--- src/rtl/rapid_pkg.sv ---
// Shared core constants and types for the integer register file.
// Holds the data width, stack-pointer reset value and register-index helpers.
package rapid_pkg;

  localparam int XLEN = 32;
  localparam logic [XLEN-1:0] RESET_STACK_POINTER = 32'h0000_8000;

  localparam int REG_ADDR_W = 5;
  typedef logic [REG_ADDR_W-1:0] reg_addr_t;

  localparam int REG_ZERO = 0;
  localparam int REG_SP   = 2;

endpackage

--- src/rtl/regfile_scoreboard.sv ---
// Per-register busy vector: allocation sets a bit, writeback clears it.
// Built only when REGFILE_SCOREBOARD_EN is defined.
module regfile_scoreboard
#(
  parameter  int NUM_REGS = 32,
  parameter  int NUM_WR   = 1,
  localparam int AW       = $clog2(NUM_REGS)
) (
  input  logic                   i_clk,
  input  logic                   i_reset_n,
  input  logic                   i_alloc_en,
  input  logic [AW-1:0]          i_alloc_addr,
  input  logic [NUM_WR-1:0]      i_wr_en,
  input  logic [NUM_WR*AW-1:0]   i_wr_addr,
  output logic [NUM_REGS-1:0]    o_busy
);

  always_ff @(posedge i_clk) begin
    if (!i_reset_n) begin
      o_busy <= '0;
    end else begin
      for (int w = 0; w < NUM_WR; w++) begin
        if (i_wr_en[w]) o_busy[i_wr_addr[w*AW +: AW]] <= 1'b0;
      end
      // Applied after the clears so a same-cycle alloc (the new owner) wins.
      if (i_alloc_en && i_alloc_addr != '0) o_busy[i_alloc_addr] <= 1'b1;
    end
  end

endmodule

--- src/rtl/regfile_mp.sv ---
// Multi-port integer register file with same-cycle write-to-read bypass.
// Define REGFILE_SCOREBOARD_EN to build the RAW-hazard busy scoreboard.
module regfile_mp
#(
  parameter  int                   XLEN     = rapid_pkg::XLEN,
  parameter  int                   NUM_REGS = 32,
  parameter  int                   NUM_RD   = 2,
  parameter  int                   NUM_WR   = 1,
  parameter  logic [XLEN-1:0]      SP_RESET = rapid_pkg::RESET_STACK_POINTER,
  localparam int                   AW       = $clog2(NUM_REGS)
) (
  input  logic                     i_clk,
  input  logic                     i_reset_n,
  input  logic [NUM_RD-1:0]        i_rs_en,
  input  logic [NUM_RD*AW-1:0]     i_rs_addr,
  output logic [NUM_RD*XLEN-1:0]   o_rs_data,
  output logic [NUM_RD-1:0]        o_rs_ready,
  input  logic [NUM_WR-1:0]        i_wr_en,
  input  logic [NUM_WR*AW-1:0]     i_wr_addr,
  input  logic [NUM_WR*XLEN-1:0]   i_wr_data,
  input  logic                     i_alloc_en,
  input  logic [AW-1:0]            i_alloc_addr,
  output logic [NUM_REGS-1:0]      o_busy
);

  import rapid_pkg::*;

  logic [XLEN-1:0]     regs [NUM_REGS];
  logic [NUM_REGS-1:0] busy;

  always_ff @(posedge i_clk) begin
    if (!i_reset_n) begin
      // NOTE: every entry needs a defined reset value (r2 = stack pointer),
      // so the array is flops with a reset, not an inferred RAM.
      for (int r = 0; r < NUM_REGS; r++) begin
        regs[r] <= (r == REG_SP) ? SP_RESET : '0;
      end
    end else begin
      // NOTE: non-blocking updates let a later loop iteration override an
      // earlier one, so the highest-index write port wins on a collision.
      for (int w = 0; w < NUM_WR; w++) begin
        if (i_wr_en[w] && i_wr_addr[w*AW +: AW] != '0) begin
          regs[i_wr_addr[w*AW +: AW]] <= i_wr_data[w*XLEN +: XLEN];
        end
      end
    end
  end

  for (genvar p = 0; p < NUM_RD; p++) begin : g_rd
    logic [AW-1:0]   addr;
    logic            hit;
    logic [XLEN-1:0] byp_data;

    assign addr = i_rs_addr[p*AW +: AW];

    always_comb begin
      // NOTE: defaults first so every path assigns hit/byp_data (no latch).
      hit      = 1'b0;
      byp_data = '0;
      for (int w = 0; w < NUM_WR; w++) begin
        if (i_wr_en[w] && i_wr_addr[w*AW +: AW] == addr && addr != '0) begin
          hit      = 1'b1;
          byp_data = i_wr_data[w*XLEN +: XLEN];
        end
      end
    end

    assign o_rs_data[p*XLEN +: XLEN] = !i_rs_en[p]  ? '0       :
                                       hit          ? byp_data :
                                       (addr == '0) ? '0       : regs[addr];
    assign o_rs_ready[p] = i_rs_en[p] && (!busy[addr] || hit || addr == '0);
  end

`ifdef REGFILE_SCOREBOARD_EN
  regfile_scoreboard #(
    .NUM_REGS (NUM_REGS),
    .NUM_WR   (NUM_WR)
  ) u_scoreboard (
    .i_clk        (i_clk),
    .i_reset_n    (i_reset_n),
    .i_alloc_en   (i_alloc_en),
    .i_alloc_addr (i_alloc_addr),
    .i_wr_en      (i_wr_en),
    .i_wr_addr    (i_wr_addr),
    .o_busy       (busy)
  );
`else
  // Without the scoreboard nothing is ever in flight; allocs have no effect.
  logic unused_alloc;
  assign unused_alloc = &{1'b0, i_alloc_en, i_alloc_addr};
  assign busy = '0;
`endif

  assign o_busy = busy;

endmodule

--- config.mk ---
export PLATFORM = sky130hd
export DESIGN_NAME = regfile_mp
export DESIGN_NICKNAME = d
export VERILOG_FILES = /design/src/rtl/rapid_pkg.sv /design/src/rtl/regfile_scoreboard.sv /design/src/rtl/regfile_mp.sv
export SDC_FILE = /design/constraint.sdc
export NUM_CORES = 2
export LEC_CHECK = 0
export BUFFER_PORTS_ARGS = -buffer_cell sky130_fd_sc_hd__buf_2
export CAP_MARGIN = 20
export CORE_UTILIZATION = 57
export DETAILED_ROUTE_END_ITERATION = 12
export GPL_ROUTABILITY_DRIVEN = 1
export HOLD_SLACK_MARGIN = 0.02
export PLACE_DENSITY = 0.88
export SETUP_SLACK_MARGIN = 0.2
export SLEW_MARGIN = 20
export SYNTH_ARGS = -nofsm -noshare
export SYNTH_HDL_FRONTEND = slang
export SYNTH_SLANG_ARGS = --single-unit
--- constraint.sdc ---
create_clock -name i_clk -period 3.85 [get_ports i_clk]
set_input_delay 0.385 -clock i_clk [delete_from_list [all_inputs] [get_ports i_clk]]
set_output_delay 0.385 -clock i_clk [all_outputs]
set_load 0.05 [all_outputs]
**Word level (Yosys, flattened, before mapping)**

Memories as Yosys holds them, arrays and structs flattened.
Cells that the tools add are included.

- Output and inout bits: 98
- RAM bits: 1024
- Word-level logic and storage cells: 45
- Latch bits: 0
- Input bits: 58
- Memories kept: 3
- Bits in registers: 0
- Memory bits (read-only): 64

Memories:

| name | words | width | rd ports | clocked after Yosys merged registers in | write ports | line | text |
|---|---|---|---|---|---|---|---|
| regs | 32 | 32 | 2 | 0 | 32 | regfile_mp.sv:28 | `logic [XLEN-1:0] regs [NUM_REGS];` |
| (no name shown) | 32 | 1 | 1 | 0 | 0 | regfile_mp.sv:71 | `assign o_rs_ready[p] = i_rs_en[p] && (!busy[addr] \|\| hit \|\| addr == '0);` |
| (no name shown) | 32 | 1 | 1 | 0 | 0 | regfile_mp.sv:71 |  |

- Mux-type cells: 19
- Order comparisons: 2
- Equality and inequality tests: 2
- Multipliers: 0
- Reduce and logical (&&, ||, !) cells: 19
- Shift-type cells: 0
- Bitwise logic cells: 0
- Divide/modulo/power cells: 0
- $add $sub $neg: 0

Operator list:

| cell | count |
|---|---|
| two-way mux 32 bit | 9 |
| OR reduction 32 bit | 1 |
| nonzero test 5 bit | 3 |
| < comparator 5 x 6 -> 1 bit, second input constant | 2 |
| == test 5 bit | 2 |
| logical NOT 5 bit | 2 |
| two-way mux 1 bit | 9 |
| logical AND 1 bit | 7 |
| two-way mux 5 bit | 1 |
| logical OR 1 bit | 4 |
| logical NOT 1 bit | 2 |

**Depth between registers and ports, before layout**

- Depth after elaboration: 7
- Mapped depth: 8
- Gate-level depth less buffers: 5

**Worst setup path before layout**

OpenSTA, ideal clock, no wires.

- Kind: input port to flip-flop
- Start point: input port i_wr_addr[2]
- End point: memory regs[17][0], enable pin
- Path buffers: 2
- Arrival time: 3476 ps
- Stages: 4
- Required time: 3384 ps
- Setup time: 466 ps
- Slack: -92 ps
- Cells stage by stage: buf_2 -> or3b_2 -> clkbuf_1 -> o21ai_0

RTL lines:

| what | line | text |
|---|---|---|
| from (decl) | regfile_mp.sv:19 | `input logic [NUM_WR*AW-1:0] i_wr_addr,` |
| to (decl) | regfile_mp.sv:28 |  |

**Final worst setup path**

- Start point: input port i_rs_addr[1]
- End point: output port o_rs_data[15]

- Cells in the longest elaborated chain, start to end: 6

RTL lines:

| what | line | text |
|---|---|---|
| from (decl) | regfile_mp.sv:15 | `input logic [NUM_RD*AW-1:0] i_rs_addr,` |
| parallel branches: the longest is 4 deep, another holds memory read (32 x 32 bit) | - |  |
| two-way mux 32 bit * | regfile_mp.sv:69 | `hit ? byp_data :` |
| two-way mux 32 bit * | regfile_mp.sv:68 | `assign o_rs_data[p*XLEN +: XLEN] = !i_rs_en[p] ? '0 :` |
| to (decl) | regfile_mp.sv:16 | `output logic [NUM_RD*XLEN-1:0] o_rs_data,` |

Every way passes the cells marked *.

==> flow_summary.ini <==
[finish]
mostFrequentLayoutCells = 1024 x edfxtp_1, 991 x and2_1, 704 x mux2i_1
largest_register = regs
design_area_mm2 = 0.0626
seq_area_mm2 = 0.0307
reg_top3 = regs x1024
multiInputGateArea_mm2 = 0.0244
final_core_util_pct = 63.5
drive_above_1_share_pct = 17.1
area_growth_pct = 10.0
largest_reg_flops = 1024
fin_cells = 5675
final_common_cell = edfxtp_1
nFillCells = 6884
final_nets = 4357

[routing]
detail-route-antenna-nets = 0
dr.pass1.iters = 8
totalWireLength_mm = 177
vias = 40000
drc = 0
wl_per_cell_um = 31.1
drtIter0Drc = 6592
vias_per_cell = 7.06

[grt]
grt_max_degree = 81
gr-usage-all-layers_pct = 34.2
grt-ovfl-total = 0
grt_pass1_vias = 39700
antenna_found_initial = 11
grt_pass1_wl_mm = 255

[logic_synthesis]
ys_types = 44
synthArstFlopShare_pct = 0
syn_area_mm2 = 0.0569
yosys_register_bits = 1024
synthCells = 4362
synth_ff_type = edfxtp_1
netlist_top_cells_area = edfxtp_1 54%, mux2i_1 12%, and2_1 11%
yosys.area.top_type = edfxtp_1
ys_seq_area_share_pct = 54.1
synth-edff-count = 1024
syn_avg_cell_area_um2 = 13.0
yosys.area.top_type_share_pct = 54.1
yosys_warnings = 0

[critical_path]
critical_path.top_delay_family = compound AO/OA/AOI/OAI gates
crit_path_end_kind = output port
worstPathCellList = clkbuf_8 > and2_2 > buf_4 > a22oi_1 > a21oi_1 > a311oi_1 > a32o_1 > buf_12
worstPathArrival_ns = 3.24
worstPathMaxFanout = 41
crit_buf_inv = 3
cp_slowest_cell = and2_2
start_kind = input pin
slowest_delay_ns = 0.72
critPathKind = in -> out
crit_required_ns = 3.46

[run_status]
status = finished, final reports clean

[floorplanning]
core_mm2 = 0.0986
dieArea_mm2 = 0.101
rows = 115
die_w_um = 318
fp.dieH_um = 318
initial_core_util_pct = 57.7
io_pins = 156

[clock_network]
clk_path_buf_depth = 3
cts_hold_buf = 0
cts_buffers = 102
postCtsSetupBuffers = 0
cts_tree = yes
clk_pin_slew_ns = 0.06
cts_root_buf = clkbuf_16
cts_resized = 0
htree_levels = 3
cts_sinks = 1024

[job]
maxCapViolCount = 0

[timing]
rsz0062_at_grt = false
tightest_slew_ns = 1.02
setup_violations = 0
hold_viol = 0
fin_worst_hold_slack_ns = 0.282
period_share_pct = 94.2
relSlewSlack_pct = 31.7
min_period_ns = 3.63
slew_viol_final = 0
max_freq_ghz = 0.276

[power_and_ir_drop]
seq_power_share_pct = 49.2
p_int_mw = 19.6
leakage_nw = 23.2
power_density_mw_per_mm2 = 430
p_clk_share_pct = 36.0
p_comb_share_pct = 14.8
swShare_pct = 27.0
switchingPower_mw = 7.25
vdd_drop_max_uv = 379

[placement]
io_buffers = 117
placed_area_mm2 = 0.0594
gp_congestion = 0.953
post-dp-hpwl_mm = 106
dp_cells = 5482

[hold_path]
hold_class = in -> reg
[kinds of logic after synthesis]
family                    Yosys count  share of synthesized area [%]
other                               1                        0.00660
and+or+nand+nor                  1192                           12.4
muxes                             960                           20.0
AOI/OAI and AO/OA                 675                           9.09
xor gates and xnor gates           10                          0.154
DFF                              1024                           54.1
buffers and inverters             500                           4.27
[per-layer routing]
| layer | track usage [%] | routed length [um] | up-vias |
|---|---|---|---|
| met2 | 51.1 | 78100 | 3338 |
| met4 | 24.3 | 13400 | 8 |
| met5 | 0 | 54 | - |
| met3 | 8.95 | 24500 | 700 |
| li1 | - | - | 16300 |
| met1 | 43.5 | 60500 | 19700 |
[synth_stat cells (63+ instances only)]
cell	count
buf_2	78
o211ai_1	63
clkbuf_1	296
a22oi_1	258
nand2_1	132
mux4_2	128
and2_1	993
buf_4	94
a32o_1	63
mux2i_1	704
edfxtp_1	1024
a311oi_1	64
mux2_2	128
a21oi_1	64
[cell type report]
type,instances,area share [%]
antenna,7,0.0280
clock inverter,64,0.856
clock buffer,122,4.20
inverter,3,0.0180
sequential,1024,49.2
multi-input combinational,2901,39.0
tap,1287,2.57
timing repair buffer,267,4.17
[final timing paths]
check	start	to	slack, ns	cells after the start
max	i_rs_addr[1]	o_rs_data[15]	0.22	8
min	i_wr_data[11]	regs[27][11]	0.28	2
[power by group through the flow]
stage	Combinational [mW]	Sequential [mW]	Clock (mW)
3_5_place_dp	3.84	13.4	0
6_report	3.99	13.2	9.67
3_3_place_gp	3.77	13.3	0
4_1_cts	3.87	13.2	9.66
5_1_grt	4.08	13.3	10.1
2_1_floorplan	2.52	13.3	0
[stage by stage]
stage | power, mW | setup WS, ns | TNS (ns)
finish | 26.9 | 0.223 | 0
global route | 27.4 | 0.270 | 0
CTS | 26.7 | 0.389 | 0
detailed placement | 17.3 | 0.424 | 0
global placement | 17.1 | 0.490 | 0
floorplan | 15.9 | -0.0916 | -23.29
Power figures use the tool's default switching activity.
